`src/rtl/pc_fetch_ctrl.sv`:
```
// Fetch-stage sequencer: owns the fetch PC, runs one outstanding transaction on a
// req/addr_ok/data_ok instruction port, and folds back-end redirects into the PC.
module pc_fetch_ctrl #(
    parameter int               WIDTH    = 32,
    parameter logic [WIDTH-1:0] RESET_PC = 32'hbfc00000
) (
    input  logic             clk,
    input  logic             rst_n,
    input  logic             stall,
    input  logic             eret,
    input  logic             exc,
    input  logic             pmis,
    input  logic             jump,
    input  logic [WIDTH-1:0] pc_eret,
    input  logic [WIDTH-1:0] pc_exc,
    input  logic [WIDTH-1:0] pc_pmis,
    input  logic [WIDTH-1:0] pc_jump,
    output logic             inst_req,
    output logic [WIDTH-1:0] inst_addr,
    input  logic             inst_addr_ok,
    input  logic             inst_data_ok,
    input  logic [WIDTH-1:0] inst_rdata,
    output logic             if_valid,
    output logic [WIDTH-1:0] if_pc,
    output logic [WIDTH-1:0] if_inst
);

    typedef enum logic [1:0] {IDLE, REQ, WAIT, HOLD} state_t;

    state_t           state_q, state_d;
    logic [WIDTH-1:0] fetch_pc_q, fetch_pc_d;
    logic [WIDTH-1:0] pend_target_q, pend_target_d;
    logic             cancel_q, cancel_d;
    logic             if_valid_q, if_valid_d;
    logic [WIDTH-1:0] if_pc_q, if_pc_d;
    logic [WIDTH-1:0] if_inst_q, if_inst_d;

    logic             redir;
    logic [WIDTH-1:0] target;

    always_comb begin
        redir  = eret | exc | pmis | jump;
        target = eret ? pc_eret :
                 exc  ? pc_exc  :
                 pmis ? pc_pmis : pc_jump;
    end

    always_comb begin
        state_d       = state_q;
        fetch_pc_d    = fetch_pc_q;
        pend_target_d = pend_target_q;
        cancel_d      = cancel_q;
        if_valid_d    = if_valid_q;
        if_pc_d       = if_pc_q;
        if_inst_d     = if_inst_q;
        case (state_q)
            IDLE: begin
                state_d = REQ;
                if (redir) fetch_pc_d = target;
            end
            REQ: begin
                // The address on the bus must not move until accepted, so the
                // redirect is parked and applied once this transaction drains.
                if (redir) begin
                    cancel_d      = 1'b1;
                    pend_target_d = target;
                end
                if (inst_addr_ok) state_d = WAIT;
            end
            WAIT: begin
                if (inst_data_ok) begin
                    if (redir) begin
                        fetch_pc_d = target;
                        cancel_d   = 1'b0;
                        state_d    = REQ;
                    end else if (cancel_q) begin
                        fetch_pc_d = pend_target_q;
                        cancel_d   = 1'b0;
                        state_d    = REQ;
                    end else begin
                        if_inst_d  = inst_rdata;
                        if_pc_d    = fetch_pc_q;
                        if_valid_d = 1'b1;
                        state_d    = HOLD;
                    end
                end else if (redir) begin
                    cancel_d      = 1'b1;
                    pend_target_d = target;
                end
            end
            HOLD: begin
                if (redir) begin
                    if_valid_d = 1'b0;
                    fetch_pc_d = target;
                    state_d    = REQ;
                end else if (!stall) begin
                    if_valid_d = 1'b0;
                    fetch_pc_d = fetch_pc_q + WIDTH'(4);
                    state_d    = REQ;
                end
            end
            default: state_d = IDLE;
        endcase
    end

    always_ff @(posedge clk) begin
        if (!rst_n) begin
            state_q       <= IDLE;
            fetch_pc_q    <= RESET_PC;
            pend_target_q <= RESET_PC;
            cancel_q      <= 1'b0;
            if_valid_q    <= 1'b0;
            if_pc_q       <= RESET_PC;
            if_inst_q     <= '0;
        end else begin
            state_q       <= state_d;
            fetch_pc_q    <= fetch_pc_d;
            pend_target_q <= pend_target_d;
            cancel_q      <= cancel_d;
            if_valid_q    <= if_valid_d;
            if_pc_q       <= if_pc_d;
            if_inst_q     <= if_inst_d;
        end
    end

    assign inst_req  = (state_q == REQ);
    assign inst_addr = fetch_pc_q;
    assign if_valid  = if_valid_q;
    assign if_pc     = if_pc_q;
    assign if_inst   = if_inst_q;

endmodule
```
`config.mk`:
```
export PLATFORM = sky130hd
export DESIGN_NAME = pc_fetch_ctrl
export DESIGN_NICKNAME = d
export VERILOG_FILES = /design/src/rtl/pc_fetch_ctrl.sv
export SDC_FILE = /design/constraint.sdc
export NUM_CORES = 1
export LEC_CHECK = 0
export CORE_ASPECT_RATIO = 0.7
export CORE_MARGIN = 3
export CORE_UTILIZATION = 47
export DETAILED_ROUTE_END_ITERATION = 12
export GPL_ROUTABILITY_DRIVEN = 0
export PLACE_DENSITY = 0.91
export SYNTH_ARGS = -nofsm -noshare
export SYNTH_HDL_FRONTEND = slang
export SYNTH_SLANG_ARGS = --single-unit
```
`constraint.sdc`:
```
create_clock -name clk -period 4.45 [get_ports clk]
set_input_delay 0.89 -clock clk [delete_from_list [all_inputs] [get_ports clk]]
set_output_delay 0.89 -clock clk [all_outputs]
set_load 0.02 [all_outputs]
```
## Word-level counts from Yosys, hierarchy flattened

Cells that the tools add are included.

| storage, ports and cells | value |
|---|---|
| output and inout port bits | 98 |
| flip-flop bits (word level) | 132 |
| input bits | 169 |

| cells by class | value |
|---|---|
| equality and inequality tests | 11 |
| add/sub/neg operators | 1 |
| reductions and logical operators | 9 |
| bitwise logic cells | 5 |
| muxes and demuxes | 29 |

Operators by type and width:

| operator | count |
|---|---|
| $mux 32 | 11 |
| $pmux 32 s3 | 1 |
| $pmux 32 s2 | 1 |
| $add 32x3->32 const B | 1 |
| $mux 2 | 6 |
| $ne 2x2->1 const B | 5 |
| $reduce_and 5->1 | 2 |
| $pmux 2 s4 | 1 |
| $mux 1 | 7 |
| $ne 3x3->1 const B | 2 |
| $eq 2x2->1 const B | 2 |
| $pmux 1 s2 | 2 |
| $reduce_and 4->1 | 1 |
| $reduce_bool 2->1 | 2 |
| $or 1x1->1 | 3 |
| $reduce_and 3->1 | 1 |
| $reduce_bool 3->1 | 1 |
| $eq 2x1->1 const B | 1 |
| $logic_not 2->1 | 1 |
| $ne 2x1->1 const B | 1 |
| $not 1->1 | 2 |
| $reduce_and 2->1 | 1 |

## Depth between registers and ports, before layout

| depth | value |
|---|---|
| depth in word-level cells | 6 |
| depth in mapped cells | 10 |
| gate-level depth less buffers | 8 |

## Least setup slack after synthesis

Ideal clock, no wire load.

| path | value |
|---|---|
| path type | input to register |
| from | in exc |
| to | reg fetch_pc_q[28], in the netlist inst_addr[28] |
| path buffers | 2 |
| data arrival time | 2423 ps |
| setup time | 123 ps |
| cell stages on the path | 8 |
| setup slack | 1904 ps |
| path through | buf_2 or4_1 buf_2 o21ai_1 a21oi_1 or3_1 nor4_1 nor3_1 |

| on the way | value |
|---|---|
| cells in the longest elaborated chain, start to end | 6 |
| elaborated cells on any way between the ends | 14 |

RTL lines:

| what | RTL line | text |
|---|---|---|
| from (decl) | 11 | `input logic exc,` |
| $or 1x1->1 (3 in a row) | 42 | `redir = eret \| exc \| pmis \| jump;` |
| $mux 32 | 72 | `if (redir) begin` |
| $mux 32 | 71 | `if (inst_data_ok) begin` |
| $pmux 32 s3 | 56 | `case (state_q)` |
| to (signal assigned) | 117 | `fetch_pc_q <= fetch_pc_d;` |
| to (decl) | 31 | `logic [WIDTH-1:0] fetch_pc_q, fetch_pc_d;` |

Several ways; a longest one is shown, not always the timed one. The select of a mux whose other input is x is not followed.
A chain may end at the register's enable or synchronous reset.

## Final worst setup path

| path | value |
|---|---|
| from | in jump |
| to | reg if_inst_q[11], in the netlist if_inst[11] |

| on the way | value |
|---|---|
| cells in the longest elaborated chain, start to end | 3 |

RTL lines:

| what | RTL line | text |
|---|---|---|
| from (decl) | 13 | `input logic jump,` |
| $or 1x1->1 | 42 |  |
| $not 1->1 (no source line) | n/a |  |
| $reduce_and 4->1 (no source line) | n/a |  |
| to (signal assigned) | 122 | `if_inst_q <= if_inst_d;` |
| to (decl) | 36 | `logic [WIDTH-1:0] if_inst_q, if_inst_d;` |

No other way between the ends.

==> run_results.csv <==
group,metric,value,unit
finish,layout_commonest_cell,"clkdlybuf4s50_1",
yosys,ys_seq_elements,132,
floorplan,start_util,49.1,%
route,viasPerCell,5.83,
global_routing,grt_overflow,0,
floorplan,core_area,14200,um2
yosys,ys_types,62,
timing,skew,7.91,ps
global_routing,grt_max_degree,93,
timing,fin_tns_setup,0,ps
finish,design_area,10300,um2
timing,min_period,3510,ps
yosys,syn_avg_cell_area,7.52,um2
floorplan,die_y,108,um
cts,cts_buffers,17,
run_status,status,"complete, no violations",
job,maxCapViolCount,0,
worst_hold_path,hold_end,"if_pc[1]$_SDFFE_PN0P_",
finish,drive_above_1_share,6.53,%
yosys,synth_flop_cell,"dfxtp_1",
yosys,synthMuxAreaShare,5.52,%
cts,cts_hold_buffers,0,
timing,worst_slew_pin_slew,1040,ps
critical_path,crit-reg2reg-launch,"state_q[0]$_SDFFE_PN0P_",
pwr,power.total,3570,uW
cts,clock-sinks,132,
critical_path,r2r_cells,8,
global_routing,antenna_found_initial,0,
worst_hold_path,holdCritStartpoint,"if_pc[1]$_SDFFE_PN0P_",
finish,final_core_util,72.0,%
yosys,synth_top_family_by_area,"simple AND/OR/NAND/NOR gates",
floorplan,dieWidth,152,um
critical_path,cp_max_fo,31,
yosys,synth-xor-area-share,0.878,%
placed_design,place_area,9660,um2
timing,rsz0062_at_grt,"no",
finish,area_growth,46.8,%
critical_path,worstSetupPathType,"in -> reg",
yosys,synth_cells,929,
floorplan,boundaryPins,267,
timing,final_max_slew_viol_count,0,
yosys,ys_warn_count,0,
timing,slew-limit-headroom,30.7,%
worst_hold_path,worstHoldPathType,"reg -> reg",
route,wl_per_cell,17.7,um
cts,cts_setup_buffers,0,
floorplan,rows,36,
yosys,synth_fp_nets,1104,
timing,timing.hold.ws,453,ps
placed_design,dpl.hpwl,16900,um
placed_design,placement.io_buffers,266,
yosys,netlist_area,6990,um2
cts,cts_resized,0,
finish,final_cell_mix,"clkdlybuf4s50_1, nand2_1, dfxtp_1",
global_routing,grt_pass1_wl,37400,um
critical_path,endpoint_kind,"flip-flop",
pwr,irDropWorstVdd,0.000285,V
timing,setup_viol_count_final,0,
route,routed_wl,24000,um
pwr,p_leak,0.00375,uW
critical_path,cp.arrival,3840,ps
cts,htreeDepth,4,
critical_path,rrSetupSlack,1180,ps
route,drt_iter0_markers,787,
route,firstDrtPassIters,7,
yosys,synth-simple-area-share,26.4,%
cts,clockBufferDepth,2,
yosys,synth_fa_ha_area_share,1.07,%
yosys,synth_compound_gate_area_share,23.4,%
cts,ctsRootBufferMaster,"clkbuf_16",
timing,hold_viol,0,
yosys,synth_edf_count,0,
finish,fillers,1130,
floorplan,dieArea,16400,um2
cts,cts_tree,"yes",
critical_path,crit_start,"jump",
route,drc,0,
worst_hold_path,hold_path_depth,2,
route,vias,7883,
timing,max_freq,285,MHz
global_routing,grt_pass1_vias,7544,
yosys,ys_seq_area_share,37.8,%
cts,cts.clk_slew.worst_paths,60,ps
critical_path,cp-start-kind,"primary input",
critical_path,required,4780,ps
global_routing,grt_use_total,28.5,%
finish,nNetsFinal,1325,
cts,clk_latency,420,ps
timing,min_period_over_period,78.9,%
yosys,postSynth.asyncResetShare,0,%
critical_path,reg2reg_to,"if_inst[11]$_SDFFE_PN0P_",
route,antenna_left,0,
pwr,power.density,348,nW/um2
finish,num_antenna_cells,0,
==> how the worst max path moves through the flow <==
stage                                            end  slack, ps  cells after the start
after floorplan           inst_addr[28]$_SDFFE_PN1P_       1900                      8
after global placement      if_inst[19]$_SDFFE_PN0P_        830                      8
after detailed placement    if_inst[11]$_SDFFE_PN0P_        690                      8
after CTS                   if_inst[11]$_SDFFE_PN0P_       1030                      8
after global routing        if_inst[11]$_SDFFE_PN0P_        800                      8
final                       if_inst[11]$_SDFFE_PN0P_        940                      8
==> per-stage QoR <==
stage	std cells	worst slack, ps
floorplan	929	1900
global placement	1321	830
detailed placement	1321	692
CTS	1353	1030
global route	1353	799
finish	1353	941
==> cells by family (layout without fill, tap and decap cells) <==
| logic type | Yosys count | after routing |
|---|---|---|
| AO/OA/AOI/OAI | 262 | 262 |
| buffers and inverters | 83 | 317 |
| adder cells (fa/ha/maj) | 6 | 6 |
| XOR/XNOR | 7 | 7 |
| flip-flops | 132 | 132 |
| multiplexers | 38 | 38 |
| AND/OR/NAND/NOR | 401 | 401 |
==> layer usage <==
layer	GRT usage, %	vias up	wire, um	part of all wire (%)
li1	-	3728	-	-
met1	35.9	3657	9330	39
met2	46.9	448	11400	47
met3	9.22	50	2860	12
met4	8.08	0	431	1.8
met5	0	-	0	0
==> where the power goes <==
part           switching (uW)  internal (uW)
Sequential                130           1280
Clock                     583            839
Combinational             378            367
Total                    1090           2480
==> critical path, stage by stage <==
cell and delay [ps]:
clkdlybuf4s50_1 470, nor3_1 580, nand3b_1 370, nor2_1 300, and2_2 590, buf_4 360, nand2_1 90, a21oi_1 170
==> layout make-up <==
cell class,instances,area (um2),area share (%)
Clock buffer,17,425,4.15
Timing Repair Buffer,279,2750,26.8
Clock inverter,15,169,1.65
Multi-Input combinational cell,714,4010,39.1
Sequential cell,132,2640,25.8
Tap cell,190,238,2.32
Inverter,6,22.5,0.220
==> registers in the layout, indices dropped and copies added (netlist names) <==
signal,cells
inst_addr,32
pend_target_q,32
if_pc,32
if_inst,32
if_valid,1
cancel_q,1
state_q,2
==> Yosys cell counts, types with 3 or more instances <==
master	instances	share of area [%]
a211oi_1	28	3.0
a21oi_1	101	7.2
a221oi_1	9	1.1
a22oi_1	7	0.75
a31oi_1	15	1.3
and2_1	4	0.36
and3_1	4	0.36
buf_1	3	0.16
buf_2	22	1.6
clkbuf_1	51	2.7
dfxtp_1	132	38
ha_1	6	1.1
inv_1	5	0.27
mux2_2	4	0.64
mux2i_1	34	4.9
nand2_1	228	12
nand2b_1	9	0.81
nand3_1	30	2.1
nand4_1	5	0.45
nor2_1	49	2.6
nor2b_1	22	2.0
nor3_1	13	0.93
nor4_1	6	0.54
o211ai_1	14	1.5
o21a_1	3	0.32
o21ai_0	40	2.9
o21ai_1	5	0.36
o22a_1	5	0.63
o22ai_1	9	0.81
o31ai_1	9	0.97
or2_2	7	0.63
or3_1	3	0.27
or4_1	3	0.32
xnor2_1	4	0.50
xor2_1	3	0.38
Note: power is estimated with default switching activity, not from simulation.
